$ cat src/rtl/ac97_pcm_streamer.sv
// AC97 output-frame engine: buffers PCM frames, holds one codec register command,
// and serialises 256-bit frames (SYNC + SDATA_OUT) paced by a BIT_CLK tick.
module ac97_pcm_streamer #(
  parameter int unsigned NCH        = 2,
  parameter int unsigned SAMPLE_W   = 16,
  parameter int unsigned FIFO_DEPTH = 8
) (
  input  logic                          clk,
  input  logic                          rst,
  input  logic                          bit_tick,
  input  logic                          run,
  input  logic                          wr_valid,
  input  logic [NCH*SAMPLE_W-1:0]       wr_data,
  output logic                          wr_ready,
  input  logic                          cmd_valid,
  input  logic                          cmd_rw,
  input  logic [6:0]                    cmd_addr,
  input  logic [15:0]                   cmd_data,
  output logic                          cmd_ready,
  output logic                          sync,
  output logic                          sdata_out,
  output logic                          underrun,
  output logic [$clog2(FIFO_DEPTH):0]   fifo_level
);

  localparam int unsigned PCM_W     = NCH * SAMPLE_W;
  localparam int unsigned AW        = (FIFO_DEPTH > 1) ? $clog2(FIFO_DEPTH) : 1;
  localparam int unsigned LW        = $clog2(FIFO_DEPTH) + 1;
  localparam int unsigned SLOT_W    = 20;
  localparam int unsigned TAG_W     = 16;
  localparam int unsigned FRAME_W   = 256;
  localparam int unsigned PCM_SLOTS = 10;
  localparam int unsigned PCM_REG_W = PCM_SLOTS * SLOT_W;
  localparam int unsigned SYNC_BITS = 16;

  logic [7:0]             bitcnt;
  logic [7:0]             bitcnt_next;
  logic                   fs;
  logic [FRAME_W-1:0]     shreg;
  logic [FRAME_W-1:0]     frame;

  logic                   cmd_rw_q;
  logic [6:0]             cmd_addr_q;
  logic [15:0]            cmd_data_q;
  logic                   cmd_held;
  logic                   cmd_take;

  logic [PCM_W-1:0]       mem [FIFO_DEPTH];
  logic [AW-1:0]          wr_ptr;
  logic [AW-1:0]          rd_ptr;
  logic [LW-1:0]          level_next;
  logic                   fifo_empty;
  logic                   push;
  logic                   pop;
  logic                   starve;
  logic [PCM_W-1:0]       pop_data;
  logic [NCH*SLOT_W-1:0]  pcm_bits;

  assign bitcnt_next = bitcnt + 8'd1;
  // First tick after reset is a frame start because bitcnt resets to 255.
  assign fs          = bit_tick && (bitcnt == 8'hFF);
  assign cmd_held    = !cmd_ready;
  assign cmd_take    = cmd_valid && cmd_ready;
  assign fifo_empty  = (fifo_level == LW'(0));
  assign push        = wr_valid && wr_ready;
  assign pop         = fs && run && !fifo_empty;
  assign starve      = fs && run && fifo_empty;
  assign pop_data    = mem[rd_ptr];

  // MSB-justify each popped sample inside its 20-bit slot.
  for (genvar g = 0; g < NCH; g++) begin : g_pcm
    assign pcm_bits[g*SLOT_W +: SLOT_W] =
      SLOT_W'(pop_data[g*SAMPLE_W +: SAMPLE_W]) << (SLOT_W - SAMPLE_W);
  end

  // Assemble the next frame: tag, command slots, then PCM slots 3..12.
  always_comb begin
    logic [TAG_W-1:0]     tag;
    logic [SLOT_W-1:0]    slot1;
    logic [SLOT_W-1:0]    slot2;
    logic [PCM_REG_W-1:0] pcm_region;
    tag        = '0;
    slot1      = '0;
    slot2      = '0;
    pcm_region = '0;
    if (cmd_held) begin
      slot1   = {cmd_rw_q, cmd_addr_q, 12'b0};
      tag[14] = 1'b1;
      if (!cmd_rw_q) begin
        slot2   = {cmd_data_q, 4'b0};
        tag[13] = 1'b1;
      end
    end
    if (pop) begin
      for (int g = 0; g < NCH; g++) begin
        pcm_region[PCM_REG_W-1-g*SLOT_W -: SLOT_W] = pcm_bits[g*SLOT_W +: SLOT_W];
        tag[12-g] = 1'b1;
      end
    end
    tag[15] = |tag[14:3];
    frame   = {tag, slot1, slot2, pcm_region};
  end

  // Next FIFO occupancy from this cycle's push/pop pair.
  always_comb begin
    level_next = fifo_level;
    case ({push, pop})
      2'b10:   level_next = fifo_level + LW'(1);
      2'b01:   level_next = fifo_level - LW'(1);
      default: level_next = fifo_level;
    endcase
  end

  // Bit counter, frame shift register and pin outputs.
  always_ff @(posedge clk) begin
    if (rst) begin
      bitcnt    <= 8'hFF;
      shreg     <= '0;
      sync      <= 1'b0;
      sdata_out <= 1'b0;
      underrun  <= 1'b0;
    end else begin
      underrun <= starve;
      if (bit_tick) begin
        bitcnt <= bitcnt_next;
        sync   <= (bitcnt_next < 8'(SYNC_BITS));
        if (fs) begin
          sdata_out <= frame[FRAME_W-1];
          shreg     <= {frame[FRAME_W-2:0], 1'b0};
        end else begin
          sdata_out <= shreg[FRAME_W-1];
          shreg     <= {shreg[FRAME_W-2:0], 1'b0};
        end
      end
    end
  end

  // Single-entry command holder; released by the frame start that sends it.
  always_ff @(posedge clk) begin
    if (rst) begin
      cmd_ready  <= 1'b1;
      cmd_rw_q   <= 1'b0;
      cmd_addr_q <= '0;
      cmd_data_q <= '0;
    end else if (cmd_take) begin
      cmd_ready  <= 1'b0;
      cmd_rw_q   <= cmd_rw;
      cmd_addr_q <= cmd_addr;
      cmd_data_q <= cmd_data;
    end else if (fs && cmd_held) begin
      cmd_ready  <= 1'b1;
    end
  end

  // FIFO pointers and occupancy; storage itself needs no reset.
  always_ff @(posedge clk) begin
    if (rst) begin
      wr_ptr     <= '0;
      rd_ptr     <= '0;
      fifo_level <= '0;
      wr_ready   <= 1'b1;
    end else begin
      if (push) wr_ptr <= wr_ptr + AW'(1);
      if (pop)  rd_ptr <= rd_ptr + AW'(1);
      fifo_level <= level_next;
      wr_ready   <= (level_next != LW'(FIFO_DEPTH));
    end
  end

  always_ff @(posedge clk) begin
    if (!rst && push) mem[wr_ptr] <= wr_data;
  end

endmodule

$ cat config.mk
export PLATFORM = sky130hd
export DESIGN_NAME = ac97_pcm_streamer
export DESIGN_NICKNAME = d
export VERILOG_FILES = /design/src/rtl/ac97_pcm_streamer.sv
export SDC_FILE = /design/constraint.sdc
export NUM_CORES = 1
export LEC_CHECK = 0
export ABC_AREA = 0
export ABC_CLOCK_PERIOD_IN_PS = 5050
export CAP_MARGIN = 20
export CORE_ASPECT_RATIO = 0.6
export CORE_MARGIN = 10
export CORE_UTILIZATION = 44
export CTS_CLUSTER_SIZE = 12
export DETAILED_ROUTE_END_ITERATION = 7
export PLACE_DENSITY = 0.61
export SYNTH_ARGS = -nofsm -noshare
export SYNTH_HDL_FRONTEND = slang
export SYNTH_SLANG_ARGS = --single-unit
$ cat constraint.sdc
create_clock -name clk -period 5.05 [get_ports clk]
set_input_delay 1.01 -clock clk [delete_from_list [all_inputs] [get_ports clk]]
set_output_delay 1.01 -clock clk [all_outputs]
set_load 0.01 [all_outputs]
==> metrics <==
CTS Hold Bufs=0; critical-path cell with the highest stage delay=or4b_2; post-route ant nets=0; r2r setup slk=~1400 ps; worst slew pin tran=approximately 1000 ps; PortBufs=70; Synth Register Bits=397; layout cell share with drive strength beyond 1=0.185; placed insts=1538; DR iter-0 viols=approximately 590; clk_skew=18.7 ps; Synth cell types=53; worst vdd ir=around 0.00018 V; Layout area overhead=15.2%; sequential share of the synthesized area=0.680; DRC errors left=0; crit path max fanout=38; EDFF count, synth=about 260; hold_sp=cmd_data_q[3]$_SDFFE_PP0P_; Die H=between 150 and 200 um; Crit path required time=about 5500 ps; r2r worst-path depth=10; critical path type=reg -> reg; max-slew violations=0; Reg area=about 11000 um^2; MaxCap Viol Count=0; final setup violation count=0; Mapped Nets=approximately 1100; period utilization=0.721; Tmin final=between 3000 and 4000 ps; nets@finish=1182; fill count=2922; CP max stage delay=approximately 610 ps; TritonCTS buffer count=40; clk_lat worst skew=roughly 530 ps; clock sinks=just under 400; DR vias/cell=approximately 5.3; Worst Path Buf+Inv=1; antenna violations before repair=0; Mapped Cells=about 1100; RSZ-0062 raised after global routing=no; Mean Syn Cell Area=14.7 um^2; normalized max-slew margin=0.300; core area=around 35000 um^2; Area after DPL=roughly 17000 um^2; drt pass-1 iters=5; CTS tree=done; Crit. End Element=flop; P_leak=roughly 0.0058 uW; Reg2Reg Capture Point=fifo_level[3]$_SDFF_PP0_; crit start category=flop; vias in the first global route=~8700; Mapped Area=roughly 15000 um^2; routability cong.=0.729; asr flop ratio synth=0; die area=about 43000 um^2; Starting Density=0.444; DR vias=~8500; cell mode on critical path=ha_1; top-count cell post-synth=edfxtp_1; wire length per cell=19.7 um; Worst Hold Path EP=cmd_data_q[3]$_SDFFE_PP0P_; hold path depth=2; CTS Buffer Depth=3; # diodes=0; cell area after layout=about 18000 um^2; HPWL Detailed=18.5 mm; # rows=53; CP delay by family, top=simple AND/OR/NAND/NOR gates; DRT Wirelength=roughly 32 mm; largest area contributor in the netlist=edfxtp_1; top post-synthesis cells by area=edfxtp_1 (50%), dfxtp_1 (18%), mux4_2 (9.3%); global-route wire length before repair=50.3 mm; Worst Hold Class=reg -> reg; Die X=roughly 260 um; P per Cell Area=around 390 nW/um^2; total track usage=0.148; status=completed; total grt overflow=0; pin count of the biggest net entering global routing=80; Final Total Pwr=~6900 uW; Clock Tree Root=clkbuf_16; I/O Pins=between 70 and 80; H-tree Lvls=2; Top FF cell, synth=edfxtp_1; setup repair bufs after CTS=0; Final Non-Filler Cells=~1600; final hold violation count=0; Synth top cells by count=edfxtp_1 (256), dfxtp_1 (141), nor2_1 (120); Yosys Warn Count=0; R2R Path Start=bitcnt[0]$_SDFFE_PP1P_; multi-input logic area=approximately 4700 um^2; CTS resizes=0; critical path, cell by cell=ha_1, nand4_4, or3_2, or2_4, clkinv_8, ha_1, or4b_2, o22ai_1, nor4b_1, or2_2; setup TNS=0 ps; Critical Path AT=between 4000 and 5000 ps; CTS clock-pin slew for the worst setup and hold paths=roughly 60 ps; Yosys top cell area share=0.497; fmax=0.275 GHz
==> worst max-delay path by stage <==
stage,startpoint,endpoint,depth (start not counted)
after floorplan,rst,mem[0][0]$_DFFE_PP_,3
after global placement,bit_tick,fifo_level[3]$_SDFF_PP0_,10
after detailed placement,bit_tick,fifo_level[3]$_SDFF_PP0_,10
after CTS,bitcnt[0]$_SDFFE_PP1P_,fifo_level[3]$_SDFF_PP0_,10
after global routing,bitcnt[0]$_SDFFE_PP1P_,fifo_level[3]$_SDFF_PP0_,10
final,bitcnt[0]$_SDFFE_PP1P_,fifo_level[3]$_SDFF_PP0_,10
==> state kept, by name (all words and copies together), names as in the netlist, named ones only <==
register	flops
shreg	91
wr_ptr	3
cmd_data_q	16
cmd_addr_q	7
mem	256
rd_ptr	3
bitcnt	8
fifo_level	4
wr_ready	1
cmd_ready	1
cmd_rw_q	1
sdata_out	1
underrun	1
sync	1
==> through the flow <==
| step | util | hold slack (ps) | setup slack, ps |
|---|---|---|---|
| finish | 0.511 | 457 | 1410 |
| global route | 0.511 | 468 | 1240 |
| CTS | 0.511 | 457 | 1430 |
| detailed placement | 0.477 | 447 | 1110 |
| global placement | 0.477 | 448 | 1140 |
| floorplan | - | 436 | 783 |
==> kinds of logic after synthesis <==
group | share of synthesized area
and+or+nand+nor | 0.0772
AOI/OAI and AO/OA | 0.0699
muxes | 0.139
adders and majority gates | 0.00486
xor gates and xnor gates | 0.00680
buffers and inverters | 0.0219
DFF | 0.680
==> layout by cell type (no fill, tap or decap), types with 3 or more instances in the layout <==
cell               n
nand4_1            4
mux4_2            64
xor2_1             8
or3_1              3
nand2_1          106
nand3_1            6
edfxtp_1         256
o21ai_0           55
mux2_2            32
nand2b_1           7
clkbuf_1          24
clkbuf_8           3
nand2_2            6
a21oi_1           39
ha_1               6
inv_1              3
nor2_4             6
clkdlybuf4s50_1   68
nor2_1           114
buf_4             18
mux2i_1           35
nor4_1             8
dfxtp_1          138
a211oi_2          25
xnor2_1            4
a211oi_1          24
clkbuf_16         41
==> power by group <==
part           switching [uW]  internal (uW)
clock                    1170           1550
sequential               68.6           3560
combinational             299            223
total                    1540           5340
==> per-layer routing <==
| layer | wire length, um | global-route usage |
|---|---|---|
| met5 | 0 | 0 |
| met4 | 432 | 0.0341 |
| met3 | 1330 | 0.0276 |
| met2 | 13400 | 0.213 |
| met1 | 16400 | 0.228 |
==> tightest hold or removal path, cell delays in order (launching register included) <==
cell and delay (ps):
dfxtp_1 310, nand2_1 50, a21oi_1 50
==> final cells by class <==
| class | count | area share |
|---|---|---|
| timing repair buffer | 87 | 0.0463 |
| clock buffer | 68 | 0.0650 |
| sequential | 397 | 0.591 |
| multi-input combinational | 583 | 0.262 |
| clock inverter | 2 | 0.000773 |
| tap | 467 | 0.0328 |
| inverter | 5 | 0.00176 |
No activity file was read; power rests on OpenSTA's default activity.
